===== src/rtl/m10k_pass_ctrl_pkg.sv =====
// Shared types and defaults for the M10K pass sequencer.
package m10k_pkg;

  typedef enum logic [1:0] {
    IDLE,
    ISSUE,
    DRAIN,
    DONE
  } state_t;

  localparam int DEF_DEPTH  = 256;
  localparam int DEF_ADDR_W = 8;
  localparam int DEF_DATA_W = 8;

  // Return FIFO holds every read that can be in the M10K pipe plus two words of slack.
  function automatic int fifo_depth(input int rd_lat);
    return rd_lat + 2;
  endfunction

endpackage


===== src/rtl/m10k_pass_ctrl_if.sv =====
// Source-read, PE and intermediate-write signals of the pass sequencer.
interface m10k_pass_ctrl_if
  import m10k_pkg::*;
#(
  parameter int ADDR_W = DEF_ADDR_W,
  parameter int DATA_W = DEF_DATA_W
);

  logic                     src_rd_en;
  logic [ADDR_W-1:0]        src_rd_addr;
  logic signed [DATA_W-1:0] src_rd_data;
  logic                     pe_in_valid;
  logic signed [DATA_W-1:0] pe_in_data;
  logic                     pe_in_ready;
  logic                     pe_out_valid;
  logic signed [DATA_W-1:0] pe_out_data;
  logic                     int_wr_en;
  logic [ADDR_W-1:0]        int_wr_addr;
  logic signed [DATA_W-1:0] int_wr_data;

  modport master (
    output src_rd_en, src_rd_addr,
    input  src_rd_data,
    output pe_in_valid, pe_in_data,
    input  pe_in_ready, pe_out_valid, pe_out_data,
    output int_wr_en, int_wr_addr, int_wr_data
  );

  modport slave (
    input  src_rd_en, src_rd_addr,
    output src_rd_data,
    input  pe_in_valid, pe_in_data,
    output pe_in_ready, pe_out_valid, pe_out_data,
    input  int_wr_en, int_wr_addr, int_wr_data
  );

endinterface


===== src/rtl/m10k_pass_ctrl_sync_fifo.sv =====
// Synchronous FIFO with first-word-fall-through head; head reads 0 when empty.
module sync_fifo #(
  parameter int WIDTH = 8,
  parameter int DEPTH = 4
) (
  input  logic                       clk,
  input  logic                       reset,
  input  logic                       push,
  input  logic [WIDTH-1:0]           push_data,
  input  logic                       pop,
  output logic [WIDTH-1:0]           head,
  output logic                       full,
  output logic                       empty,
  output logic [$clog2(DEPTH+1)-1:0] count
);

  localparam int PTR_W = (DEPTH > 1) ? $clog2(DEPTH) : 1;
  localparam int CNT_W = $clog2(DEPTH + 1);

  logic [WIDTH-1:0] mem [DEPTH];
  logic [PTR_W-1:0] wr_ptr;
  logic [PTR_W-1:0] rd_ptr;
  logic             do_push;
  logic             do_pop;

  function automatic logic [PTR_W-1:0] next_ptr(input logic [PTR_W-1:0] p);
    return (p == PTR_W'(DEPTH - 1)) ? '0 : p + PTR_W'(1);
  endfunction

  assign full    = (count == CNT_W'(DEPTH));
  assign empty   = (count == '0);
  assign do_push = push & ~full;
  assign do_pop  = pop & ~empty;
  assign head    = empty ? '0 : mem[rd_ptr];

  always_ff @(posedge clk) begin
    if (reset) begin
      wr_ptr <= '0;
      rd_ptr <= '0;
      count  <= '0;
    end else begin
      if (do_push) begin
        mem[wr_ptr] <= push_data;
        wr_ptr      <= next_ptr(wr_ptr);
      end
      if (do_pop) rd_ptr <= next_ptr(rd_ptr);
      case ({do_push, do_pop})
        2'b10:   count <= count + CNT_W'(1);
        2'b01:   count <= count - CNT_W'(1);
        default: count <= count;
      endcase
    end
  end

endmodule


===== src/rtl/m10k_pass_ctrl.sv =====
// One compute pass: stream the source M10K through the PE into the intermediate M10K.
module m10k_pass_ctrl
  import m10k_pkg::*;
#(
  parameter int DEPTH  = DEF_DEPTH,
  parameter int ADDR_W = DEF_ADDR_W,
  parameter int DATA_W = DEF_DATA_W,
  parameter int RD_LAT = 2
) (
  input  logic              clk,
  input  logic              reset,
  input  logic              start,
  output logic              busy,
  output logic              done,
  m10k_pass_ctrl_if.master  bus
);

  localparam int unsigned FIFO_DEPTH = fifo_depth(RD_LAT);
  localparam int          CNT_W      = $clog2(FIFO_DEPTH + 1);

  state_t              state;
  logic [ADDR_W:0]     rd_cnt;
  logic [ADDR_W:0]     wr_cnt;
  logic [RD_LAT-1:0]   vsr;
  logic                fifo_push;
  logic                fifo_pop;
  logic                fifo_full;
  logic                fifo_empty;
  logic [CNT_W-1:0]    fifo_count;
  logic [DATA_W-1:0]   fifo_head;
  logic                credit;
  int unsigned         inflight;

  assign fifo_push       = vsr[RD_LAT-1];
  assign fifo_pop        = bus.pe_in_valid & bus.pe_in_ready;
  assign bus.pe_in_valid = ~fifo_empty;
  assign bus.pe_in_data  = fifo_head;

  sync_fifo #(
    .WIDTH (DATA_W),
    .DEPTH (FIFO_DEPTH)
  ) u_fifo (
    .clk       (clk),
    .reset     (reset),
    .push      (fifo_push),
    .push_data (bus.src_rd_data),
    .pop       (fifo_pop),
    .head      (fifo_head),
    .full      (fifo_full),
    .empty     (fifo_empty),
    .count     (fifo_count)
  );

  // The read on src_rd_en this cycle is already committed, so it counts as in flight
  // when deciding whether the read for next cycle fits.
  always_comb begin
    inflight = 32'($countones(vsr)) + 32'(bus.src_rd_en);
    credit   = ~fifo_full &&
               ((32'(fifo_count) + inflight) < (FIFO_DEPTH + 32'(fifo_pop)));
  end

  always_ff @(posedge clk) begin
    if (reset) vsr <= '0;
    else       vsr <= (vsr << 1) | RD_LAT'(bus.src_rd_en);
  end

  always_ff @(posedge clk) begin
    if (reset) begin
      state           <= IDLE;
      busy            <= 1'b0;
      done            <= 1'b0;
      rd_cnt          <= '0;
      wr_cnt          <= '0;
      bus.src_rd_en   <= 1'b0;
      bus.src_rd_addr <= '0;
      bus.int_wr_en   <= 1'b0;
      bus.int_wr_addr <= '0;
      bus.int_wr_data <= '0;
    end else begin
      done          <= 1'b0;
      bus.int_wr_en <= 1'b0;

      if ((state == ISSUE || state == DRAIN) && bus.pe_out_valid &&
          wr_cnt < (ADDR_W+1)'(DEPTH)) begin
        bus.int_wr_en   <= 1'b1;
        bus.int_wr_addr <= wr_cnt[ADDR_W-1:0];
        bus.int_wr_data <= bus.pe_out_data;
        wr_cnt          <= wr_cnt + 1'b1;
      end

      case (state)
        IDLE: begin
          if (start) begin
            state           <= ISSUE;
            busy            <= 1'b1;
            bus.src_rd_en   <= 1'b1;
            bus.src_rd_addr <= '0;
            rd_cnt          <= (ADDR_W+1)'(1);
            wr_cnt          <= '0;
          end
        end
        ISSUE: begin
          // rd_cnt counts reads issued including the one on the bus this cycle.
          if (rd_cnt == (ADDR_W+1)'(DEPTH)) begin
            state         <= DRAIN;
            bus.src_rd_en <= 1'b0;
          end else if (credit) begin
            bus.src_rd_en   <= 1'b1;
            bus.src_rd_addr <= rd_cnt[ADDR_W-1:0];
            rd_cnt          <= rd_cnt + 1'b1;
          end else begin
            bus.src_rd_en <= 1'b0;
          end
        end
        DRAIN: begin
          if (bus.int_wr_en && bus.int_wr_addr == ADDR_W'(DEPTH - 1)) begin
            state <= DONE;
            busy  <= 1'b0;
            done  <= 1'b1;
          end
        end
        DONE: begin
          state <= IDLE;
        end
        default: state <= IDLE;
      endcase
    end
  end

endmodule


===== src/flat_wrapper.sv =====
// flat-port wrapper written by rule: the top's interface ports become plain ports
module m10k_pass_ctrl_flat import m10k_pkg::*;
#(
  parameter int DEPTH  = DEF_DEPTH,
  parameter int ADDR_W = DEF_ADDR_W,
  parameter int DATA_W = DEF_DATA_W,
  parameter int RD_LAT = 2
)
  (clk, reset, start, busy, done, bus_src_rd_en, bus_src_rd_addr, bus_src_rd_data, bus_pe_in_valid, bus_pe_in_data, bus_pe_in_ready, bus_pe_out_valid, bus_pe_out_data, bus_int_wr_en, bus_int_wr_addr, bus_int_wr_data);
  m10k_pass_ctrl_if #(.ADDR_W(ADDR_W), .DATA_W(DATA_W)) bus_i ();
  input  logic clk;
  input  logic reset;
  input  logic start;
  output logic busy;
  output logic done;
  output wire logic [$bits(bus_i.src_rd_en)-1:0] bus_src_rd_en;
  output wire logic [$bits(bus_i.src_rd_addr)-1:0] bus_src_rd_addr;
  input wire logic [$bits(bus_i.src_rd_data)-1:0] bus_src_rd_data;
  output wire logic [$bits(bus_i.pe_in_valid)-1:0] bus_pe_in_valid;
  output wire logic [$bits(bus_i.pe_in_data)-1:0] bus_pe_in_data;
  input wire logic [$bits(bus_i.pe_in_ready)-1:0] bus_pe_in_ready;
  input wire logic [$bits(bus_i.pe_out_valid)-1:0] bus_pe_out_valid;
  input wire logic [$bits(bus_i.pe_out_data)-1:0] bus_pe_out_data;
  output wire logic [$bits(bus_i.int_wr_en)-1:0] bus_int_wr_en;
  output wire logic [$bits(bus_i.int_wr_addr)-1:0] bus_int_wr_addr;
  output wire logic [$bits(bus_i.int_wr_data)-1:0] bus_int_wr_data;
  assign bus_src_rd_en = bus_i.src_rd_en;
  assign bus_src_rd_addr = bus_i.src_rd_addr;
  assign bus_i.src_rd_data = bus_src_rd_data;
  assign bus_pe_in_valid = bus_i.pe_in_valid;
  assign bus_pe_in_data = bus_i.pe_in_data;
  assign bus_i.pe_in_ready = bus_pe_in_ready;
  assign bus_i.pe_out_valid = bus_pe_out_valid;
  assign bus_i.pe_out_data = bus_pe_out_data;
  assign bus_int_wr_en = bus_i.int_wr_en;
  assign bus_int_wr_addr = bus_i.int_wr_addr;
  assign bus_int_wr_data = bus_i.int_wr_data;
  m10k_pass_ctrl #(.DEPTH(DEPTH), .ADDR_W(ADDR_W), .DATA_W(DATA_W), .RD_LAT(RD_LAT)) u_core (.clk(clk), .reset(reset), .start(start), .busy(busy), .done(done), .bus(bus_i));
endmodule

===== config.mk =====
export PLATFORM = sky130hd
export DESIGN_NAME = m10k_pass_ctrl_flat
export DESIGN_NICKNAME = d
export VERILOG_FILES = /design/src/rtl/m10k_pass_ctrl_pkg.sv /design/src/rtl/m10k_pass_ctrl_if.sv /design/src/rtl/m10k_pass_ctrl_sync_fifo.sv /design/src/rtl/m10k_pass_ctrl.sv /design/src/flat_wrapper.sv
export SDC_FILE = /design/constraint.sdc
export NUM_CORES = 1
export LEC_CHECK = 0
export BUFFER_PORTS_ARGS = -buffer_cell sky130_fd_sc_hd__buf_4
export CORE_MARGIN = 8
export CORE_UTILIZATION = 60
export CTS_BUF_LIST = sky130_fd_sc_hd__clkbuf_4 sky130_fd_sc_hd__clkbuf_8 sky130_fd_sc_hd__clkbuf_16
export CTS_CLUSTER_DIAMETER = 200
export CTS_CLUSTER_SIZE = 12
export DETAILED_ROUTE_END_ITERATION = 10
export PLACE_DENSITY = 0.83
export REMOVE_ABC_BUFFERS = 1
export SETUP_SLACK_MARGIN = 0.02
export SYNTH_ARGS = -nofsm -noshare
export SYNTH_HDL_FRONTEND = slang
export SYNTH_SLANG_ARGS = --single-unit

===== constraint.sdc =====
create_clock -name clk -period 4.72 [get_ports clk]
set_clock_uncertainty 0.15 [all_clocks]
set_input_delay 0.236 -clock clk [delete_from_list [all_inputs] [get_ports clk]]
set_output_delay 0.236 -clock clk [all_outputs]
set_load 0.02 [all_outputs]

; After elaboration in Yosys (flattened, before gate mapping)
; Memory sizes are Yosys's and may differ from the RTL's. A register that Yosys moved wholly into a read port is not among the register bits.
; Cells that the tools add are included.
[totals]
ff_bits = 57
word_cells = 96
mem_count = 1
mem_bits_rw = 32
output_inout_bits = 37
[op_classes]
eq_ne = 15
add_sub_neg = 10
bitwise_logic = 7
n_reduce_logical = 15
n_mux = 32
magnitude_cmp = 2
[memory_table]
columns = name, depth, word_bits, rd, rd_ports_with_merged_regs, write_ports, line
row1 = u_core.u_fifo.mem, 4, 8, 1, 1, 1, m10k_pass_ctrl_sync_fifo.sv:20  ; logic [WIDTH-1:0] mem [DEPTH];
[op_table]
columns = operator, n
row1 = 2-to-1 mux 9 bit, 6
row2 = adder 3 x 32 -> 32 bit, 1
row3 = adder 32 x 1 -> 32 bit, 1
row4 = < comparator 32 bit, 1
row5 = 2-to-1 mux 8 bit, 4
row6 = "adder 9 x 1 -> 9 bit, second input constant", 2
row7 = one-hot mux 9 bit (2 select lines), 1
row8 = one-hot mux 8 bit (2 select lines), 1
row9 = 2-to-1 mux 2 bit, 7
row10 = "== test 2 bit, second input constant", 5
row11 = "== test 9 bit, second input constant", 1
row12 = "< comparator 9 bit, second input constant", 1
row13 = 2-to-1 mux 1 bit, 9
row14 = "== test 8 bit, second input constant", 1
row15 = "inequality test 2 bit, second input constant", 4
row16 = one-hot mux 2 bit (4 select lines), 1
row17 = one-hot mux 3 bit (2 select lines), 1
row18 = AND reduction 3 bit, 2
row19 = nonzero test 2 bit, 3
row20 = "adder 2 x 1 -> 2 bit, second input constant", 2
row21 = "adder 3 x 1 -> 4 bit, first input constant", 1
row22 = "== test 2 x 1 -> 1 bit, second input constant", 2
row23 = logical AND 1 bit, 4
row24 = one-hot mux 1 bit (2 select lines), 2
row25 = 14 further kinds, 18

; Depth between registers and ports, before layout
; Gate-level depths: netlist of the first run.
[logic_depth]
ltp_word = 9
ltp_mapped = 10
depth_no_buf = 9

; Modules after synthesis
; From an unflattened synthesis of the first run, not the netlist that was laid out.
[hier_totals]
hier_cells = 356
hier_area_um2 = 3844.9
[modules_own_cells]
columns = module, area_each_um2, seq_area_each_um2, cells_each, instances
row1 = m10k_pass_ctrl, 2147.1, 1001.0, 252, 1
row2 = sync_fifo, 1697.9, 1141.1, 104, 1

; Worst setup path before layout of the first run
; No wires, ideal clock.
[synth_timing]
path_type = reg2reg
start = register u_core.bus.src_rd_en
end = register u_core.rd_cnt[5]
path_buffers = 1
t_arrival_ps = 2494
setup_slack_ps = 2017
required_time_ps = 4511
setup_time_ps = 59
stages_incl_launch_ff = 10
cell_sequence = dfxtp_1 inv_1 fa_1 fa_1 nand2_1 o21ai_2 nand4_2 buf_6 or4_1 nand2_1
[synth_between]
elab_chain_len = 6
[synth_lines]
columns = item, line
row1 = from (decl), m10k_pass_ctrl_if.sv:22  ; output src_rd_en, src_rd_addr,
row2 = from (signal assigned), m10k_pass_ctrl.sv:74  ; bus.src_rd_en <= 1'b0;
row3 = from (signal assigned), m10k_pass_ctrl.sv:96  ; bus.src_rd_en <= 1'b1;
row4 = from (signal assigned), m10k_pass_ctrl.sv:106  ; bus.src_rd_en <= 1'b0;
row5 = adder 32 x 1 -> 32 bit, m10k_pass_ctrl.sv:57  ; inflight = 32'($countones(vsr)) + 32'(bus.src_rd_en);
row6 = adder 3 x 32 -> 32 bit, m10k_pass_ctrl.sv:59  ; ((32'(fifo_count) + inflight) < (FIFO_DEPTH + 32'(fifo_pop)));
row7 = < comparator 32 bit, m10k_pass_ctrl.sv:59
row8 = logical AND 1 bit, m10k_pass_ctrl.sv:58  ; credit = ~fifo_full &&
row9 = inequality test 2 x 1 -> 1 bit (no source line), -
row10 = AND reduction 4 bit (no source line), -
row11 = to (signal assigned), m10k_pass_ctrl.sv:98  ; rd_cnt <= (ADDR_W+1)'(1);
row12 = to (signal assigned), m10k_pass_ctrl.sv:110  ; rd_cnt <= rd_cnt + 1'b1;
row13 = to (decl), m10k_pass_ctrl.sv:22  ; logic [ADDR_W:0] rd_cnt;
; Every way passes these cells.
; A chain may end at the register's enable or synchronous reset.

; Final worst setup path of the first run
[layout_timing]
start = register u_core.vsr[1]
end = register u_core.rd_cnt[6]
[layout_between]
elab_chain_len = 7
[layout_lines]
columns = item, line
row1 = from (decl), m10k_pass_ctrl.sv:24  ; logic [RD_LAT-1:0] vsr;
row2 = from (signal assigned), m10k_pass_ctrl.sv:64  ; else vsr <= (vsr << 1) | RD_LAT'(bus.src_rd_en);
row3 = adder 1 x 1 -> 2 bit (implied by the code), m10k_pass_ctrl.sv:57
row4 = adder 32 x 1 -> 32 bit, m10k_pass_ctrl.sv:57
row5 = adder 3 x 32 -> 32 bit, m10k_pass_ctrl.sv:59
row6 = < comparator 32 bit, m10k_pass_ctrl.sv:59
row7 = logical AND 1 bit, m10k_pass_ctrl.sv:58
row8 = inequality test 2 x 1 -> 1 bit (no source line), -
row9 = AND reduction 4 bit (no source line), -
; Every way passes these cells.

==> results.json, run 1 <==
{
  "initialDrtViolationCount": 139,
  "cts.hold.buffers_added": 16,
  "cts_setup_buffers": 0,
  "final.min_clock_period_ns": 2.95,
  "diodes": 0,
  "nNetsFinal": 460,
  "slowest_stage": "sky130_fd_sc_hd__or3_2",
  "avgViaCountPerCell": 5.60,
  "timing.reg2reg.setup_slack_ns": 1.77,
  "synth_seq_cells": 91,
  "worstHoldPathType": "input port to flip-flop",
  "final_cell_area_um2": 4710,
  "worst_flop_to_flop_path_startpoint": "u_core.vsr[1]",
  "core-area_um2": 6310,
  "clock_tree_from_tritoncts": "built",
  "yosys.cell_count.top_type": "sky130_fd_sc_hd__dfxtp_1",
  "place.detailed.hpwl_um": 5700,
  "syn-mean-instance-area_um2": 11.1,
  "io_pins": 58,
  "area.growth.synth_to_final_pct": 21.3,
  "maxSlewViolCount": 0,
  "crit_path_max_fanout": 11,
  "setup.worst_path.start": "u_core.vsr[1]",
  "cts-resized-gates": 0,
  "cts.sink_count": 91,
  "synth_largest_area_cell": "sky130_fd_sc_hd__dfxtp_1",
  "fraction_of_synthesized_cell_area_taken_by_the_top_area_cell_type_pct": 30.4,
  "die_height_um": 96.4,
  "post_drt_wl_per_cell_um": 16.6,
  "grt_pass1_vias": 2929,
  "syn_area_um2": 3880,
  "yosysSeqAreaShare_pct": 55.2,
  "critPathArrivalTime_ns": 3.09,
  "standard_cell_row_count": 29,
  "grt_util_all_layers_pct": 19.1,
  "timing.rr.end": "u_core.rd_cnt[6]",
  "placedInstanceArea_um2": 4350,
  "drt_wl_total_um": 8360,
  "cap_viol_max_count": 0,
  "met2WireLength_um": 4370,
  "multi_input_comb_area_um2": 1610,
  "layout_cell_share_with_drive_strength_beyond_1_pct": 23.0,
  "sequential_cell_area_um2": 2140,
  "post_synthesis_cell_count": 350,
  "chipWidth_um": 96.4,
  "dr.pass1.iters": 4,
  "relSlewSlack_pct": 29.9,
  "yosys-top-cells-count": "sky130_fd_sc_hd__dfxtp_1, sky130_fd_sc_hd__nand2_1, sky130_fd_sc_hd__edfxtp_1",
  "post_synth_main_area_contributors": "sky130_fd_sc_hd__dfxtp_1, sky130_fd_sc_hd__edfxtp_1, sky130_fd_sc_hd__nand2_1, sky130_fd_sc_hd__mux4_2, sky130_fd_sc_hd__ha_1",
  "worstSetupEndpoint": "u_core.rd_cnt[6]",
  "route.met3.wl_um": 308,
  "critical_path.endpoint_type": "flip-flop",
  "finalCritPeriodShare_pct": 62.5,
  "final_antenna_net_count": 0,
  "clk_path_buf_depth": 2,
  "h-tree-depth": 3,
  "wl_met1_um": 3500,
  "ys_types": 57,
  "clkLatencyLatePin_ns": 0.35,
  "fill_cells": 439,
  "timing.setup.tns_ns": 0,
  "grt_setup_unrepaired": "no",
  "static-leakage-power_nw": 1.80,
  "power.ir.vdd_worst_mv": 0.278,
  "topRoutingLayerUsed": "met4",
  "synth_top_flop_cell": "sky130_fd_sc_hd__dfxtp_1",
  "yosys_warnings": 0,
  "power.density_nw_per_um2": 438,
  "port_buffer_count": 57,
  "cp.required_ns": 4.86,
  "clock_tree.root_cell": "sky130_fd_sc_hd__clkbuf_8",
  "worst_reg_to_reg_path_cell_count": 9,
  "die-area_um2": 9300,
  "place_congestion": 0.822,
  "start_util_pct": 61.5,
  "fin_cells": 504,
  "timing.final.hold_violations": 0,
  "grt.overflow.total": 0,
  "async_reset_ff_share_pct": 0,
  "dr_total_vias": 2821,
  "clk_pin_slew_worst_paths_ns": 0.09,
  "status": "complete, no violations",
  "cts_inserted_buffers": 9,
  "setup-violations-final": 0,
  "placedCellCount": 472,
  "timing.setup.critical_path_class": "flip-flop to flip-flop",
  "first_pass_grt_wire_length_um": 13800,
  "crit_top_cell": "sky130_fd_sc_hd__fa_1",
  "max_slew.worst_pin.slew_ns": 1.04,
  "timing.fmax_mhz": 339,
  "critical_path.max_stage_delay_ns": 0.54,
  "drcViolationCount": 0,
  "grt_max_degree": 39,
  "antenna_found_initial": 0,
  "worst_setup_path_start_kind": "flip-flop",
  "synth_edf_count": 32,
  "cp_cell_sequence": "ha_1, inv_1, fa_1, fa_1, nand2_1, o21ai_2, nand4_2, or3_2, a21boi_1"
}
[how the worst min path moves through the flow]
| stage | start | to | slack (ns) | depth (start not counted) |
|---|---|---|---|---|
| 6_report | start | u_core.busy | 0.13 | 4 |
| 5_1_grt | bus_pe_out_valid | u_core.bus.int_wr_addr[2] | 0.13 | 3 |
| 4_1_cts | bus_pe_out_valid | u_core.bus.int_wr_addr[2] | 0.11 | 3 |
| 3_5_place_dp | bus_src_rd_data[1] | u_core.u_fifo.mem[0][1] | 0.30 | 1 |
| 3_3_place_gp | bus_src_rd_data[1] | u_core.u_fifo.mem[0][1] | 0.29 | 1 |
| 2_1_floorplan | reset | u_core.vsr[0] | 0.15 | 1 |
[flip-flops by register name, summed over array words and instances (netlist names), 2 cells and up, named ones only]
| register | flops |
|---|---|
| u_core.u_fifo.count | 3 |
| u_core.u_fifo.rd_ptr | 2 |
| u_core.vsr | 2 |
| u_core.u_fifo.wr_ptr | 2 |
| u_core.wr_cnt | 9 |
| u_core.rd_cnt | 9 |
| u_core.bus.src_rd_addr | 8 |
| u_core.state | 2 |
| u_core.bus.int_wr_data | 8 |
| u_core.u_fifo.mem | 32 |
| u_core.bus.int_wr_addr | 8 |
[logic make-up after synthesis]
| group | count (synthesis) | synth area share [%] |
|---|---|---|
| compound gates | 57 | 10.7 |
| xor+xnor | 10 | 2.26 |
| fa+ha+maj | 17 | 6.06 |
| buf+inv | 31 | 3.32 |
| flops | 91 | 55.2 |
| mux | 13 | 6.00 |
| simple gates | 131 | 16.5 |
[per-layer routing]
metal / vias to the layer above / track usage, %
li1: 1375 / -
met1: 1365 / 21.6
met2: 63 / 34.4
met3: 18 / 3.79
met4: 0 / 8.20
met5: - / 0
[power by group]
part           leakage (nW)  internal, mW  total, mW  switching, mW
Clock                 0.105         0.257      0.534          0.278
Combinational         0.928         0.241      0.602          0.361
Sequential            0.766         0.866      0.926         0.0600
Total                  1.80          1.36       2.06          0.699
[placed cells by master, fill, tap and decap left out, drive strengths merged, types with 8 or more instances in the layout]
master,count
mux4,8
nand3,8
edfxtp,32
nand2,52
dlygate4sd3,16
nor2b,11
nor2,26
a21oi,25
buf,57
ha,14
dfxtp,59
clkbuf,10
a22o,8
inv,22
[stage by stage]
step	hold slack [ns]	util, %	setup WS [ns]	power, mW
final	0.126	74.6	1.77	2.06
after floorplan	0.153	-	1.97	1.33
after global routing	0.128	74.6	1.62	2.18
after CTS	0.111	74.6	1.78	2.08
after detailed placement	0.296	68.8	1.80	1.54
after global placement	0.289	68.8	1.88	1.51
[worst max-delay path, delay by kind of cell, from the launching register on]
family	cells	cell delay, ns
flops	1	0.33
compound gates	2	0.31
simple gates	3	0.89
buf+inv	1	0.04
fa+ha+maj	3	1.16
[area by class of cell]
type	count	area share, %
clock buffer	10	2.79
clock inverter	6	1.49
inverter	19	1.51
multi-input combinational	228	34.2
sequential	91	45.5
tap	77	2.05
timing repair buffer	73	12.5
Note: power is estimated with default switching activity, not from simulation.
==> run 2, diff against run 1 <==
CORE_UTILIZATION = 51   (was 60)
PLACE_DENSITY = 0.75   (was 0.83)
clock period = 2.4 ns   (was 4.72 ns; I/O delays follow)
==> results.json, run 2 (synthesized netlist as in run 1, its figures left out) <==
{
  "status": "finished, violations left",
  "failed_checks": "negative setup slack",
  "h-tree-depth": 3,
  "power.ir.vdd_worst_mv": 0.523,
  "power_report.internal_total_mw": 2.97,
  "worst_setup_path_start_kind": "flip-flop",
  "layout.cells.most_common": "sky130_fd_sc_hd__buf_4",
  "biggestRegsByFlops": "u_core.u_fifo.mem: 32 flops, u_core.rd_cnt: 9 flops, u_core.wr_cnt: 9 flops",
  "final_antenna_net_count": 0,
  "finalCritPeriodShare_pct": 114,
  "dr.pass1.iters": 4,
  "fin_cells": 551,
  "top_register": "u_core.u_fifo.mem",
  "largest_register_ff_count": 32,
  "place.detailed.hpwl_um": 5810,
  "avgViaCountPerCell": 5.30,
  "place_worst_setup_slack_ns": -0.404,
  "cts.sink_count": 91,
  "die-area_um2": 10700,
  "clk_path_buf_depth": 2,
  "port_buffer_count": 57,
  "worst_flop_to_flop_path_startpoint": "u_core.vsr[0]",
  "first_pass_grt_wire_length_um": 13800,
  "relSlewSlack_pct": 56.1,
  "swShare_pct": 32.6,
  "timing.setup.critical_path_class": "flip-flop to flip-flop",
  "grt_util_all_layers_pct": 16.6,
  "critical_path.endpoint_type": "flip-flop",
  "place_congestion": 0.819,
  "hold-path-endpoint": "u_core.busy",
  "nNetsFinal": 482,
  "worstHoldPathType": "input port to flip-flop",
  "power.density_nw_per_um2": 870,
  "grt_max_degree": 39,
  "standard_cell_row_count": 32,
  "comb_power_share_pct": 33.5,
  "final.min_clock_period_ns": 2.74,
  "layout_cell_share_with_drive_strength_beyond_1_pct": 29.8,
  "diodes": 0,
  "cp.required_ns": 2.49,
  "max_slew.worst_pin.slew_ns": 0.659,
  "timing.fmax_mhz": 365,
  "clkLatencyLatePin_ns": 0.35,
  "cts_inserted_buffers": 9,
  "grt_setup_unrepaired": "yes",
  "hold_path_startpoint": "start",
  "clkPwrFrac_pct": 25.3,
  "maxSlewViolCount": 0,
  "start_util_pct": 51.3,
  "clk_pin_slew_worst_paths_ns": 0.08,
  "timing.final.hold_violations": 0,
  "post_drt_wl_per_cell_um": 15.6,
  "setup-violations-final": 18,
  "grt.overflow.total": 0,
  "worst_reg_to_reg_path_cell_count": 10,
  "hold_critical_path_depth": 4,
  "grt_pass1_vias": 2968,
  "static-leakage-power_nw": 1.94,
  "io_pins": 58,
  "clock_tree_from_tritoncts": "built",
  "drcViolationCount": 0,
  "placedCellCount": 511,
  "layout.cells.most_common_list": "sky130_fd_sc_hd__buf_4, sky130_fd_sc_hd__dfxtp_1, sky130_fd_sc_hd__nand2_1",
  "die_height_um": 103,
  "clock_tree.root_cell": "sky130_fd_sc_hd__clkbuf_8",
  "finalWorstSetupSlack_ns": -0.338,
  "initialDrtViolationCount": 124,
  "cap_viol_max_count": 0,
  "chipWidth_um": 103,
  "timing.reg2reg.setup_slack_ns": -0.34,
  "power_frac_seq_pct": 41.1,
  "critPathArrivalTime_ns": 2.83,
  "core-area_um2": 7570,
  "timing.rr.end": "u_core.bus.src_rd_addr[4]",
  "dr_total_vias": 2918,
  "final_cell_area_um2": 5060,
  "drt_wl_total_um": 8610,
  "area.growth.synth_to_final_pct": 30.3,
  "placedInstanceArea_um2": 4480,
  "crit_path_max_fanout": 8,
  "net-switching-power_mw": 1.43,
  "antenna_found_initial": 0
}
[run 2: changes by cell type in the layout (fill, tap and decap cells not counted), sizes merged]
cell         before  now
buf              57   78
inv              22   19
dlygate4sd3      16   17
clkinv            2    3
bufinv            1    2
clkbuf           10   11
[run 2: worst max-delay path, stage by stage, from the launching register on]
cell	delay [ns]
sky130_fd_sc_hd__dfxtp_2	0.34
sky130_fd_sc_hd__ha_4	0.26
sky130_fd_sc_hd__inv_2	0.03
sky130_fd_sc_hd__fa_2	0.34
sky130_fd_sc_hd__fa_2	0.53
sky130_fd_sc_hd__nand2_2	0.08
sky130_fd_sc_hd__o21a_1	0.21
sky130_fd_sc_hd__o31ai_2	0.23
sky130_fd_sc_hd__buf_4	0.17
sky130_fd_sc_hd__a21oi_4	0.08
sky130_fd_sc_hd__a22o_1	0.22
[run 2: metal layers]
| layer | track usage [%] | part of all wire, % | wire (um) |
|---|---|---|---|
| met5 | 0 | 0 | 0 |
| met4 | 6.79 | 1.5 | 133 |
| met3 | 3.08 | 5.1 | 437 |
| met2 | 29.2 | 52 | 4440 |
| met1 | 19.5 | 42 | 3600 |
[run 2: worst max-delay path by stage]
stage / start / end / slack, ns / cells past startpoint
6_report: u_core.vsr[0] / u_core.bus.src_rd_addr[4] / -0.34 / 10
5_1_grt: u_core.vsr[0] / u_core.bus.src_rd_addr[4] / -0.40 / 10
4_1_cts: u_core.vsr[1] / u_core.bus.src_rd_addr[0] / -0.29 / 10
3_5_place_dp: u_core.vsr[1] / u_core.rd_cnt[0] / -0.40 / 10
3_3_place_gp: u_core.vsr[1] / u_core.bus.src_rd_addr[1] / -0.33 / 10
2_1_floorplan: u_core.bus.src_rd_en / u_core.rd_cnt[6] / -0.35 / 8
[run 2: through the flow]
stage | hold WS, ns | power [mW] | TNS (ns) | utilization [%]
after global placement | 0.172 | 3.07 | -5.19 | 59.2
after floorplan | 0.0367 | 2.62 | -3.73 | -
after detailed placement | 0.177 | 3.10 | -6.35 | 59.2
after CTS | 0.0167 | 4.35 | -4.37 | 65.9
final | 0.0242 | 4.40 | -5.21 | 66.8
after global routing | 0.0358 | 4.64 | -6.46 | 66.8
[run 2: cell type report]
class | instances | area [um2]
clock inverter | 5 | 77.6
sequential | 91 | 2140
timing repair buffer | 95 | 771
clock buffer | 11 | 139
fill | 574 | 2510
multi-input combinational | 228 | 1730
inverter | 19 | 71.3
tap | 102 | 128
[run 2: repair_timing]
item | CTS | global route
setup buffers | 5 | 2
gates resized for setup | 17 | 11
endpoints found under the hold margin | 42 | 0
setup endpoints to repair | 18 | 19
pin swaps | 16 | 5
hold buffers | 17 | 0
[run 2: power by group through the flow]
stage                     Combinational, mW  Sequential, mW  Clock (mW)
final                                  1.48            1.81        1.12
after global routing                   1.61            1.83        1.20
after global placement                 1.23            1.83           0
after CTS                              1.40            1.81        1.14
after floorplan                       0.738            1.89           0
after detailed placement               1.27            1.84           0
